<file path="config.mk">
export PLATFORM = sky130hd
export DESIGN_NAME = gemm_tile_sequencer
export DESIGN_NICKNAME = d
export VERILOG_FILES = /design/src/rtl/gemm_tile_sequencer.sv
export SDC_FILE = /design/constraint.sdc
export NUM_CORES = 1
export LEC_CHECK = 0
export ABC_AREA = 1
export BUFFER_PORTS_ARGS = -buffer_cell sky130_fd_sc_hd__buf_2
export CAP_MARGIN = 20
export CELL_PAD_IN_SITES_DETAIL_PLACEMENT = 0
export CELL_PAD_IN_SITES_GLOBAL_PLACEMENT = 1
export CORE_ASPECT_RATIO = 0.8
export CORE_MARGIN = 1.5
export CORE_UTILIZATION = 44
export DETAILED_ROUTE_END_ITERATION = 7
export PLACE_DENSITY_LB_ADDON = 0.1
export SYNTH_ARGS = -nofsm -noshare
export SYNTH_HDL_FRONTEND = slang
export SYNTH_SLANG_ARGS = --single-unit
</file>
<file path="constraint.sdc">
create_clock -name clk -period 9.7 [get_ports clk]
set_input_delay 1.455 -clock clk [delete_from_list [all_inputs] [get_ports clk]]
set_output_delay 1.455 -clock clk [all_outputs]
set_load 0.05 [all_outputs]
</file>
<file path="src/rtl/gemm_tile_sequencer.sv">
// Walks a GEMM job as a sequence of N/M/K tiles, programming the accelerator
// registers for each tile and polling its full/done status over a simple bus.
module gemm_tile_sequencer #(
    parameter int          SUPER_SYS_ROWS = 16,
    parameter int          SUPER_SYS_COLS = 16,
    parameter logic [31:0] BASE_ADDR      = 32'h9000_0000,
    parameter int          BLK_N          = SUPER_SYS_ROWS,
    parameter int          BLK_K          = SUPER_SYS_COLS,
    parameter int          BLK_M          = 16
) (
    input  logic        clk,
    input  logic        rst,
    input  logic        start,
    input  logic [7:0]  cfg_m,
    input  logic [7:0]  cfg_k,
    input  logic [7:0]  cfg_n,
    input  logic [31:0] cfg_a_addr,
    input  logic [31:0] cfg_b_addr,
    input  logic [31:0] cfg_c_addr,
    output logic        busy,
    output logic        done,
    output logic [15:0] tile_count,
    output logic        system_bus_en,
    output logic        system_bus_rdwr,
    output logic [31:0] system_bus_addr,
    output logic [31:0] system_bus_wr_data,
    input  logic [31:0] system_bus_rd_data
);
    typedef enum logic [2:0] {IDLE, WRITE, FULL_WAIT, DONE_WAIT, FINISH} state_t;

    state_t      state;
    logic [7:0]  dim_m, dim_k, dim_n;
    logic [31:0] a_addr, b_addr, c_addr;
    logic [7:0]  idx_m, idx_k, idx_n;
    logic [2:0]  widx;
    logic [1:0]  poll_ph;

    logic [8:0]  m_end, k_end, n_end;
    logic [4:0]  msize, ksize, nsize;
    logic        first, last_k, last_m, last_n;
    logic [31:0] tile_a, tile_b, tile_c;
    logic [7:0]  wr_off;
    logic [31:0] wr_val;
    logic        unused_rd;

    assign unused_rd = ^system_bus_rd_data[31:1];

    assign m_end  = {1'b0, idx_m} + 9'(BLK_M);
    assign k_end  = {1'b0, idx_k} + 9'(BLK_K);
    assign n_end  = {1'b0, idx_n} + 9'(BLK_N);
    // Indices are always multiples of the block size, so the ragged edge is dim - idx.
    assign msize  = (m_end <= {1'b0, dim_m}) ? 5'(BLK_M) : 5'(dim_m - idx_m);
    assign ksize  = (k_end <= {1'b0, dim_k}) ? 5'(BLK_K) : 5'(dim_k - idx_k);
    assign nsize  = (n_end <= {1'b0, dim_n}) ? 5'(BLK_N) : 5'(dim_n - idx_n);
    assign first  = (idx_k == 8'd0);
    assign last_k = (k_end >= {1'b0, dim_k});
    assign last_m = (m_end >= {1'b0, dim_m});
    assign last_n = (n_end >= {1'b0, dim_n});

    assign tile_a = a_addr + 32'(idx_k) + 32'(idx_m) * 32'(dim_k);
    assign tile_b = b_addr + 32'(idx_n) + (32'(idx_k) + 32'(ksize) - 32'd1) * 32'(dim_n);
    assign tile_c = c_addr + 32'(idx_n) + 32'(idx_m) * 32'(dim_n);

    always_comb begin
        wr_off = 8'd0;
        wr_val = 32'd0;
        case (widx)
            3'd0: begin wr_off = 8'd12; wr_val = {24'd0, dim_k}; end
            3'd1: begin wr_off = 8'd16; wr_val = {24'd0, dim_n}; end
            3'd2: begin wr_off = 8'd0;  wr_val = tile_a; end
            3'd3: begin wr_off = 8'd4;  wr_val = tile_b; end
            3'd4: begin wr_off = 8'd8;  wr_val = tile_c; end
            3'd5: begin wr_off = 8'd20; wr_val = {30'd0, first, last_k}; end
            default: begin wr_off = 8'd24; wr_val = {17'd0, nsize, ksize, msize}; end
        endcase
    end

    always_ff @(posedge clk) begin
        if (!rst) begin
            state              <= IDLE;
            busy               <= 1'b0;
            done               <= 1'b0;
            tile_count         <= 16'd0;
            system_bus_en      <= 1'b0;
            system_bus_rdwr    <= 1'b0;
            system_bus_addr    <= 32'd0;
            system_bus_wr_data <= 32'd0;
            dim_m <= 8'd0; dim_k <= 8'd0; dim_n <= 8'd0;
            a_addr <= 32'd0; b_addr <= 32'd0; c_addr <= 32'd0;
            idx_m <= 8'd0; idx_k <= 8'd0; idx_n <= 8'd0;
            widx    <= 3'd0;
            poll_ph <= 2'd0;
        end else begin
            case (state)
                IDLE: begin
                    system_bus_en   <= 1'b0;
                    system_bus_rdwr <= 1'b0;
                    done            <= 1'b0;
                    busy            <= 1'b0;
                    // busy is still high during the done cycle, which blocks a same-cycle relaunch
                    if (start && !busy) begin
                        dim_m  <= cfg_m;      dim_k  <= cfg_k;      dim_n  <= cfg_n;
                        a_addr <= cfg_a_addr; b_addr <= cfg_b_addr; c_addr <= cfg_c_addr;
                        idx_m <= 8'd0; idx_k <= 8'd0; idx_n <= 8'd0;
                        widx       <= 3'd0;
                        tile_count <= 16'd0;
                        busy       <= 1'b1;
                        state      <= (cfg_m == 8'd0 || cfg_k == 8'd0 || cfg_n == 8'd0) ? FINISH : WRITE;
                    end
                end
                WRITE: begin
                    system_bus_en      <= 1'b1;
                    system_bus_rdwr    <= 1'b1;
                    system_bus_addr    <= BASE_ADDR + 32'(wr_off);
                    system_bus_wr_data <= wr_val;
                    if (widx == 3'd6) begin
                        tile_count <= tile_count + 16'd1;
                        poll_ph    <= 2'd0;
                        state      <= FULL_WAIT;
                    end else begin
                        widx <= widx + 3'd1;
                    end
                end
                FULL_WAIT: begin
                    system_bus_en   <= 1'b1;
                    system_bus_rdwr <= 1'b0;
                    system_bus_addr <= BASE_ADDR;
                    // ph0 presents the read, ph1 waits for the first reply, ph2 samples every cycle
                    if (poll_ph != 2'd2) begin
                        poll_ph <= poll_ph + 2'd1;
                    end else if (!system_bus_rd_data[0]) begin
                        system_bus_en <= 1'b0;
                        poll_ph       <= 2'd0;
                        widx          <= 3'd0;
                        if (last_k && last_m && last_n) begin
                            state <= DONE_WAIT;
                        end else begin
                            state <= WRITE;
                            if (!last_k) begin
                                idx_k <= idx_k + 8'(BLK_K);
                            end else begin
                                idx_k <= 8'd0;
                                if (!last_m) begin
                                    idx_m <= idx_m + 8'(BLK_M);
                                end else begin
                                    idx_m <= 8'd0;
                                    idx_n <= idx_n + 8'(BLK_N);
                                end
                            end
                        end
                    end
                end
                DONE_WAIT: begin
                    system_bus_en   <= 1'b1;
                    system_bus_rdwr <= 1'b0;
                    system_bus_addr <= BASE_ADDR + 32'd24;
                    if (poll_ph != 2'd2) begin
                        poll_ph <= poll_ph + 2'd1;
                    end else if (system_bus_rd_data[0]) begin
                        system_bus_en <= 1'b0;
                        state         <= FINISH;
                    end
                end
                FINISH: begin
                    system_bus_en   <= 1'b0;
                    system_bus_rdwr <= 1'b0;
                    done            <= 1'b1;
                    state           <= IDLE;
                end
                default: state <= IDLE;
            endcase
        end
    end
endmodule

</file>
# Word level (Yosys, flattened, before mapping)
# Index checks and enable logic that the tools add are counted.
# Widths: inputs -> output; s select.
# classes
magnitude_cmp,6
addsub,21
n_mul,3
n_reduce_logical,29
muxes,54
n_eq_ne,23
# ops
operator,count
$pmux 32 s6,1
$mux 8,15
$add 32x8->32,3
$pmux 32 s3,1
$add 32x16->32,2
$pmux 8 s2,3
$mux 3,11
$add 32x32->32,1
$add 32x8->32 const A,1
$logic_not 8->1,4
$mul 8x8->16,2
$mux 16,2
$pmux 16 s2,1
$pmux 5 s6,1
$add 8x5->9 const B,3
$ge 9x8->1,3
$le 9x8->1,3
$add 8x5->8 const B,3
$ne 2x2->1 const B,12
$mul 10x9->19,1
$add 16x1->16 const B,1
$mux 5,3
$sub 5x5->5,3
$eq 3x2->1 const B,4
other kinds (29),52
# totals
elab_cells,155
out_inout_bits,84
ff_bits,236
in_bits,155

# Logic depth before layout (Yosys ltp)
# Gate-level depths: netlist (run 1).
# depth
word_depth,8
depth_mapped,59
depth_no_buf,59

# Worst setup path before layout (run 1)
# OpenSTA, ideal clock, no wires.
# synth_path
kind,register to register
startpoint,reg idx_k[6]
endpoint,reg system_bus_wr_data[25]
setup_time_ps,132
period_less_slack_ps,8713
arrival_ps,8581
path_slack_ps,987
path_stages_with_launch,53
path_buffers,0
t_required_ps,9568
path_cell_list,dfxtp_1 -> ha_1 -> nand2_1 -> xor2_1 -> inv_1 -> ha_1 -> nand4_1 -> o211ai_1 -> nor2_1 -> nor2_1 -> nand2_1 -> inv_1 -> ha_1 -> fa_1 -> nand3_1 -> nand2_1 -> nand2_1 -> nand2_1 -> [... 17 more ...] -> nand2_1 -> a21oi_1 -> inv_1 -> nand2_1 -> nand2_1 -> ha_1 -> ha_1 -> nand2_1 -> nor2_1 -> inv_1 -> nor3_1 -> o21ai_0 -> nand3_1 -> nand2_1 -> nand3_1 -> nand3_1 -> nand2_1 -> a21oi_1
# synth_via
elab_chain_len,8
elab_cells_between_ends,10
cone_classes,6 x add/sub; 1 x mul; 1 x order compare; 2 x mux
# synth_rtl
item,line_no,text
start: declaration,34,"logic [7:0] idx_m, idx_k, idx_n;"
start signal: assignment,140,idx_k <= idx_k + 8'(BLK_K);
$add 8x5->9,49,"assign k_end = {1'b0, idx_k} + 9'(BLK_K);"
$le 9x8->1,53,"assign ksize = (k_end <= {1'b0, dim_k}) ? 5'(BLK_K) : 5'(dim_k - idx_k);"
$mux 5,53,
$add 8x5->9,61,assign tile_b = b_addr + 32'(idx_n) + (32'(idx_k) + 32'(ksize) - 32'd1) * 32'(dim_n);
$sub 9x1->10,61,
$mul 10x9->19,61,
$add 32x32->32,61,
$pmux 32 s6 (*),67,case (widx)
end signal: assignment,115,system_bus_wr_data <= wr_val;
end: declaration,26,"output logic [31:0] system_bus_wr_data,"
# Mark *: on every way between the ends. The rest lies on a longest branch, timed or not.
# A chain may end at the register's enable or synchronous reset.

# Worst setup path in the final report (run 1)
# layout_path
startpoint,reg idx_k[5]
endpoint,reg system_bus_wr_data[15]
# Same word-level chain as after synthesis.

==> results of run 1 <==
==> synthesized netlist by cell type, types with 3 or more instances <==
cell type  instances
a211oi_1           4
a21boi_0           6
a21o_1            11
a21oi_1          226
a221oi_1           4
a22oi_1            4
a31oi_1            8
a41oi_1            3
and2_1             7
and3_1             9
buf_1             13
buf_2              6
buf_4             28
clkbuf_1          64
dfxtp_1          196
fa_1             152
ha_1             248
inv_1            571
nand2_1          657
nand3_1          181
nand3b_1           9
nand4_1           37
nor2_1           322
nor2_2             3
nor2_4             4
nor3_1            35
nor3_2             3
nor4_1             5
o211ai_1          11
o21a_1             6
o21ai_0          214
o21ai_1            3
o21bai_1          11
o22ai_1            3
or2_2             18
xnor2_1            8
xor2_1            19
==> layout by cell type (no fill, tap or decap), types with 5 or more instances in the layout <==
cell,count
nor2_4,9
ha_1,226
buf_2,179
inv_8,5
nand2_1,642
fa_1,151
and3_1,9
nand3_1,168
nand2_2,16
dfxtp_1,194
ha_4,20
xnor2_1,6
and2_1,7
conb_1,79
nand4_1,37
or2_2,18
o21a_1,6
nor2_2,19
buf_4,150
inv_2,9
nor3_1,28
o21ai_0,205
o211ai_1,11
o21bai_1,10
clkbuf_16,17
nand3b_1,9
nand3_2,12
nor3_2,9
nor2_1,301
inv_1,563
xor2_1,17
a31oi_1,8
o21ai_1,11
a21oi_1,209
a21o_1,11
nor4_1,5
a21oi_2,15
==> worst max-delay path, delay by kind of cell, from the launching register on <==
| family | cells | cell delay, ns |
|---|---|---|
| fa+ha+maj | 11 | 4.08 |
| xor+xnor | 3 | 0.53 |
| compound gates | 6 | 0.84 |
| flops | 1 | 0.37 |
| buf+inv | 10 | 0.91 |
| simple gates | 20 | 2.25 |
==> state kept, by name, indices dropped and copies added (netlist names), 4 cells and up <==
register / cells
tile_count: 16
dim_k: 8
idx_k: 4
system_bus_addr: 4
dim_m: 8
b_addr: 32
idx_m: 4
a_addr: 32
idx_n: 4
dim_n: 8
c_addr: 32
system_bus_wr_data: 32
==> routing by layer <==
layer | track usage | vias up
li1 | - | 10500
met1 | 0.387 | 9880
met2 | 0.433 | 525
met3 | 0.0521 | 63
met4 | 0.0745 | 0
met5 | 0 | -
==> repair_timing <==
item / CTS / global route
buffers inserted: 0 / 4
endpoints found under the setup margin: 2 / 19
pin swaps: 0 / 33
gates resized for setup: 4 / 136
gates cloned: 0 / 0
==> per-stage QoR <==
step	utilization	hold WS (ns)	setup TNS (ns)	worst slack, ns
3_5_place_dp	0.503	0.456	0	0.0333
6_report	0.529	0.464	0	0.571
5_1_grt	0.529	0.483	-0.293	-0.0706
4_1_cts	0.516	0.468	0	0.0271
2_1_floorplan	-	0.435	0	0.987
3_3_place_gp	0.503	0.452	0	0.140
==> kinds of logic after synthesis <==
kind of cell | count (synthesis) | synth area share
flops | 196 | 0.184
compound gates | 518 | 0.131
xor+xnor | 27 | 0.0111
other cells | 2 | 0.000353
fa+ha+maj | 400 | 0.289
buf+inv | 689 | 0.127
simple gates | 1298 | 0.258
==> worst paths after layout <==
check                                                         start                                  end  slack [ns]  depth (start not counted)
worst min-delay path            system_bus_wr_data[29]$_SDFFE_PN0P_  system_bus_wr_data[29]$_SDFFE_PN0P_        0.46                          2
worst max register to register                idx_k[5]$_SDFFE_PN0P_  system_bus_wr_data[15]$_SDFFE_PN0P_        0.57                         50
worst max-delay path                          idx_k[5]$_SDFFE_PN0P_  system_bus_wr_data[15]$_SDFFE_PN0P_        0.57                         50
worst min register to register  system_bus_wr_data[29]$_SDFFE_PN0P_  system_bus_wr_data[29]$_SDFFE_PN0P_        0.46                          2
==> area by class of cell <==
type,instances,area [um2]
Tap cell,620,776
Clock buffer,19,443
Timing Repair Buffer,330,2040
Sequential cell,196,3930
Multi-Input combinational cell,2322,15500
Clock inverter,13,155
Inverter,578,2180
Fill cell,4835,22300
==> impl_metrics.tcl, run 1 <==
set metrics [dict create \
    outcome "completed" \
    setup_violations 0 \
    worst_ep_arrival_time_ns 9.48 \
    drt-wirelength-per-cell_um 16.6 \
    synth_area_mm2 0.0213 \
    drtAntennaViolNets 0 \
    routed_wl_mm 67.9 \
    end_kind "flop" \
    ctsHoldBuffers 0 \
    clockRootBuffer "clkbuf_16" \
    cp_slowest_stage_delay_ns 0.57 \
    yosysWarnings 0 \
    synth_cell_types 51 \
    globalplace.congestion 0.927 \
    grt_antenna_before_repair 1 \
    hpwlAfterDp_mm 55.7 \
    globalRouteOverflowTotal 0 \
    maxCapViolCount 0 \
    startpoint_type "flop" \
    wl_met2_mm 29.6 \
    vias 20900 \
    tightest_slew_ns 1.01 \
    first_pass_iters 7 \
    grt_usage 0.276 \
    cts_buffers 17 \
    slew_viol_final 0 \
    drive_gt1_frac 0.148 \
    synth_top_area_share 0.184 \
    n_antenna_cell 0 \
    placement_rows 71 \
    max-slew-margin-rel 0.328 \
    cp.required_ns 10.05 \
    cts_tree "yes" \
    core-area_mm2 0.0473 \
    placed_area_mm2 0.0238 \
    htreeDepth 4 \
    drc 0 \
    clk_pin_slew_ns 0.08 \
    yosysTopAreaCell "dfxtp_1" \
    grt_pass1_wl_mm 106 \
    syn_avg_cell_area_um2 6.80 \
    io_buffer_count 180 \
    min_period_ns 9.13 \
    timing.fmax_ghz 0.110 \
    io-pin-count 239 \
    hold_violations 0 \
    grt_max_degree 92 \
    first_iter_violations 1317 \
    crit_fanout 5 \
    clk_latency_ns 0.50 \
    worst-setup-path-type "flop to flop" \
    synthCells 3130 \
    cp_slowest_cell "fa_1" \
    clkSinkCount 196 \
    fin_area_mm2 0.0251 \
    die_h_um 200 \
    finalCritPeriodShare 0.941 \
    fin_nets 4000 \
    top_layer "met4" \
    rsz0062_at_grt "yes" \
    hold_path_class "flop to flop" \
    synth_area_leaders "dfxtp_1, ha_1, fa_1" \
    met1_length_mm 32.4 \
    path_common_cell "nand2_1" \
    die_x_um 249 \
    skew_ns 0.0177 \
    post_drt_via_cell_ratio 5.14 \
    syn_to_final_growth_pct 17.8 \
    grt_pass1_vias 19900 \
    ys_seq_area_frac 0.184 \
    async_flop_share 0 \
    start_util 0.449 \
    dieArea_mm2 0.0497 \
    ys_seq_elements 196 \
    synth_edf_count 0 \
    cts_buffer_depth 2 \
    met3_length_mm 4.67 \
    final_cells 4078 \
    ys.flop_type "dfxtp_1" \
    placed_cells 4042 \
]
Power of run 1 is left out: the tool's default activity adds up to more than one toggle a clock period on the data nets, which glitch-free logic cannot reach.
==> run 2, diff against run 1 <==
- ABC_AREA: 1 -> 0
- CORE_UTILIZATION: 44 -> 45
- PLACE_DENSITY: default -> 0.83
- PLACE_DENSITY_LB_ADDON: 0.1 -> default
==> run 2 against run 1 <==
  * The flow now finishes with violations (negative setup slack)
  * Clock-buffer cell count stayed put
  * Highest routed layer unchanged
  * Largest cell class unchanged
  * Register-to-register slack lost 0.61 ns
  * Final cell count down 17%
  * Die area decreased by 8.0%
==> impl_metrics.tcl, run 2 <==
set metrics [dict create \
    drtAntennaViolNets 0 \
    fin_nets 3340 \
    hpwlAfterDp_mm 46.5 \
    first_pass_iters 8 \
    finalCritPeriodShare 1.00 \
    globalRouteOverflowTotal 0 \
    drt-wirelength-per-cell_um 17.2 \
    path_common_cell "ha_4" \
    ir_worst_vdd_v 0.000215 \
    timing.fmax_ghz 0.103 \
    ys_seq_elements 196 \
    end_kind "flop" \
    grt_pass1_wl_mm 91.6 \
    min_period_ns 9.74 \
    p_int_uw 3600 \
    worst-setup-path-type "flop to flop" \
    yosysMostFrequentCell "nand2_1" \
    drc 0 \
    violations "negative setup slack" \
    fin_ws_ns -0.0421 \
    hold_path_class "flop to flop" \
    ys.flop_type "dfxtp_1" \
    async_flop_share 0 \
    hold_violations 0 \
    p_per_area_mw_per_mm2 287 \
    start_util 0.460 \
    globalplace.congestion 0.924 \
    synth_top_area_share 0.196 \
    power.switching_fraction 0.485 \
    io_buffer_count 180 \
    combPwrFrac 0.744 \
    maxCapViolCount 0 \
    placed_area_mm2 0.0227 \
    clkPwrFrac 0.110 \
    synth_commonest_cells "nand2_1, inv_1, ha_1, dfxtp_1, fa_1" \
    die_h_um 192 \
    crit_fanout 4 \
    synth_area_leaders "dfxtp_1, ha_1, fa_1" \
    outcome "finished, violations left" \
    clk_latency_ns 0.50 \
    synth_area_mm2 0.0200 \
    grt_max_degree 79 \
    final_cell_mix "nand2_1, inv_1, ha_1, dfxtp_1, buf_4" \
    skew_ns 0.0317 \
    layout_commonest_cell "nand2_1" \
    syn_to_final_growth_pct 21.7 \
    core-area_mm2 0.0435 \
    worst_ep_arrival_time_ns 10.11 \
    post_drt_via_cell_ratio 5.27 \
    grt_antenna_before_repair 0 \
    tightest_slew_ns 1.14 \
    grt_usage 0.258 \
    cts_buffer_depth 2 \
    clockRootBuffer "clkbuf_16" \
    pwr-share-seq 0.146 \
    switchingPower_uw 3390 \
    timing.setup.tns_ns -0.0421 \
    die_x_um 239 \
    cp_slowest_stage_delay_ns 0.55 \
    dieArea_mm2 0.0457 \
    grt_pass1_vias 17400 \
    io-pin-count 239 \
    synth_edf_count 0 \
    routed_wl_mm 58.3 \
    clk_pin_slew_ns 0.08 \
    htreeDepth 4 \
    vias 17900 \
    rsz0062_at_grt "yes" \
    slew_viol_final 0 \
    clkSinkCount 196 \
    cts_tree "yes" \
    cts_buffers 17 \
    cp_slowest_cell "fa_2" \
    first_iter_violations 1185 \
    max-slew-margin-rel 0.232 \
    drive_gt1_frac 0.198 \
    fin_util 0.560 \
    synthCells 2433 \
    yosysTopAreaCell "dfxtp_1" \
    synth_cell_types 74 \
    leakage_uw 0.0118 \
    startpoint_type "flop" \
    cp.required_ns 10.07 \
    syn_avg_cell_area_um2 8.22 \
    placement_rows 68 \
    setup_violations 1 \
    yosysWarnings 0 \
    fin_area_mm2 0.0243 \
    ys_seq_area_frac 0.196 \
]
[run 2: logic make-up after synthesis]
kind of cell	synth area share
buffers and inverters	0.0858
AND/OR/NAND/NOR	0.174
multiplexers	0.00619
other	0.000376
flip-flops	0.196
AO/OA/AOI/OAI	0.179
adder cells (fa/ha/maj)	0.307
XOR/XNOR	0.0508
[run 2: worst paths after layout]
| check | slack (ns) | startpoint | cells after the start | to |
|---|---|---|---|---|
| setup / recovery | -0.04 | idx_k[4]$_SDFFE_PN0P_ | 48 | system_bus_wr_data[31]$_SDFFE_PN0P_ |
| setup reg to reg | -0.04 | idx_k[4]$_SDFFE_PN0P_ | 48 | system_bus_wr_data[31]$_SDFFE_PN0P_ |
| hold reg to reg | 0.47 | system_bus_wr_data[8]$_SDFFE_PN0P_ | 2 | system_bus_wr_data[8]$_SDFFE_PN0P_ |
| hold / removal | 0.47 | system_bus_wr_data[8]$_SDFFE_PN0P_ | 2 | system_bus_wr_data[8]$_SDFFE_PN0P_ |
[run 2: what timing repair did]
action	CTS	global route
buffers inserted	14	17
endpoints found under the setup margin	16	18
pin swaps	70	103
gates resized for setup	76	80
hold buffers	0	0
[run 2: per-stage QoR]
stage                     cells  worst slack [ns]  hold slack, ns  power (uW)
after floorplan            2510            0.0284           0.443        3850
after detailed placement   3333            -0.519           0.457        5600
final                      3394           -0.0421           0.465        6990
after global routing       3393            -0.473           0.476        7590
after global placement     3333            -0.395           0.451        5560
after CTS                  3378           0.00230           0.469        6700
[run 2: final cells by class]
class                   count  area [um2]
inverters                 305        1150
fillers                  4114       19100
clock buffers              19         443
well taps                 595         744
repair buffers            378        2430
diodes                      1        2.50
flip-flops and latches    196        3930
clock inverters            13         169
multi-input cells        1887       15500
[run 2: power groups by stage]
stage          combinational (uW)  clock, uW  sequential, uW
2_1_floorplan                2800          0            1050
3_3_place_gp                 4530          0            1030
3_5_place_dp                 4570          0            1030
4_1_cts                      4900        785            1020
5_1_grt                      5750        810            1030
6_report                     5200        770            1020
[run 2: routing by layer]
layer | vias up | GRT usage | share of wire
li1 | 8701 | - | -
met1 | 8659 | 0.358 | 0.46
met2 | 475 | 0.411 | 0.45
met3 | 61 | 0.0481 | 0.064
met4 | 0 | 0.0669 | 0.019
met5 | - | 0 | 0
[run 2: worst max-delay path: cells and delay by family (launching register included)]
kind / cells / cell delay, ns
fa+ha+maj: 10 / 3.49
flops: 1 / 0.36
xor+xnor: 3 / 0.51
buf+inv: 10 / 0.79
simple gates: 8 / 0.99
compound gates: 17 / 3.49
No activity file was read; power rests on OpenSTA's default activity.
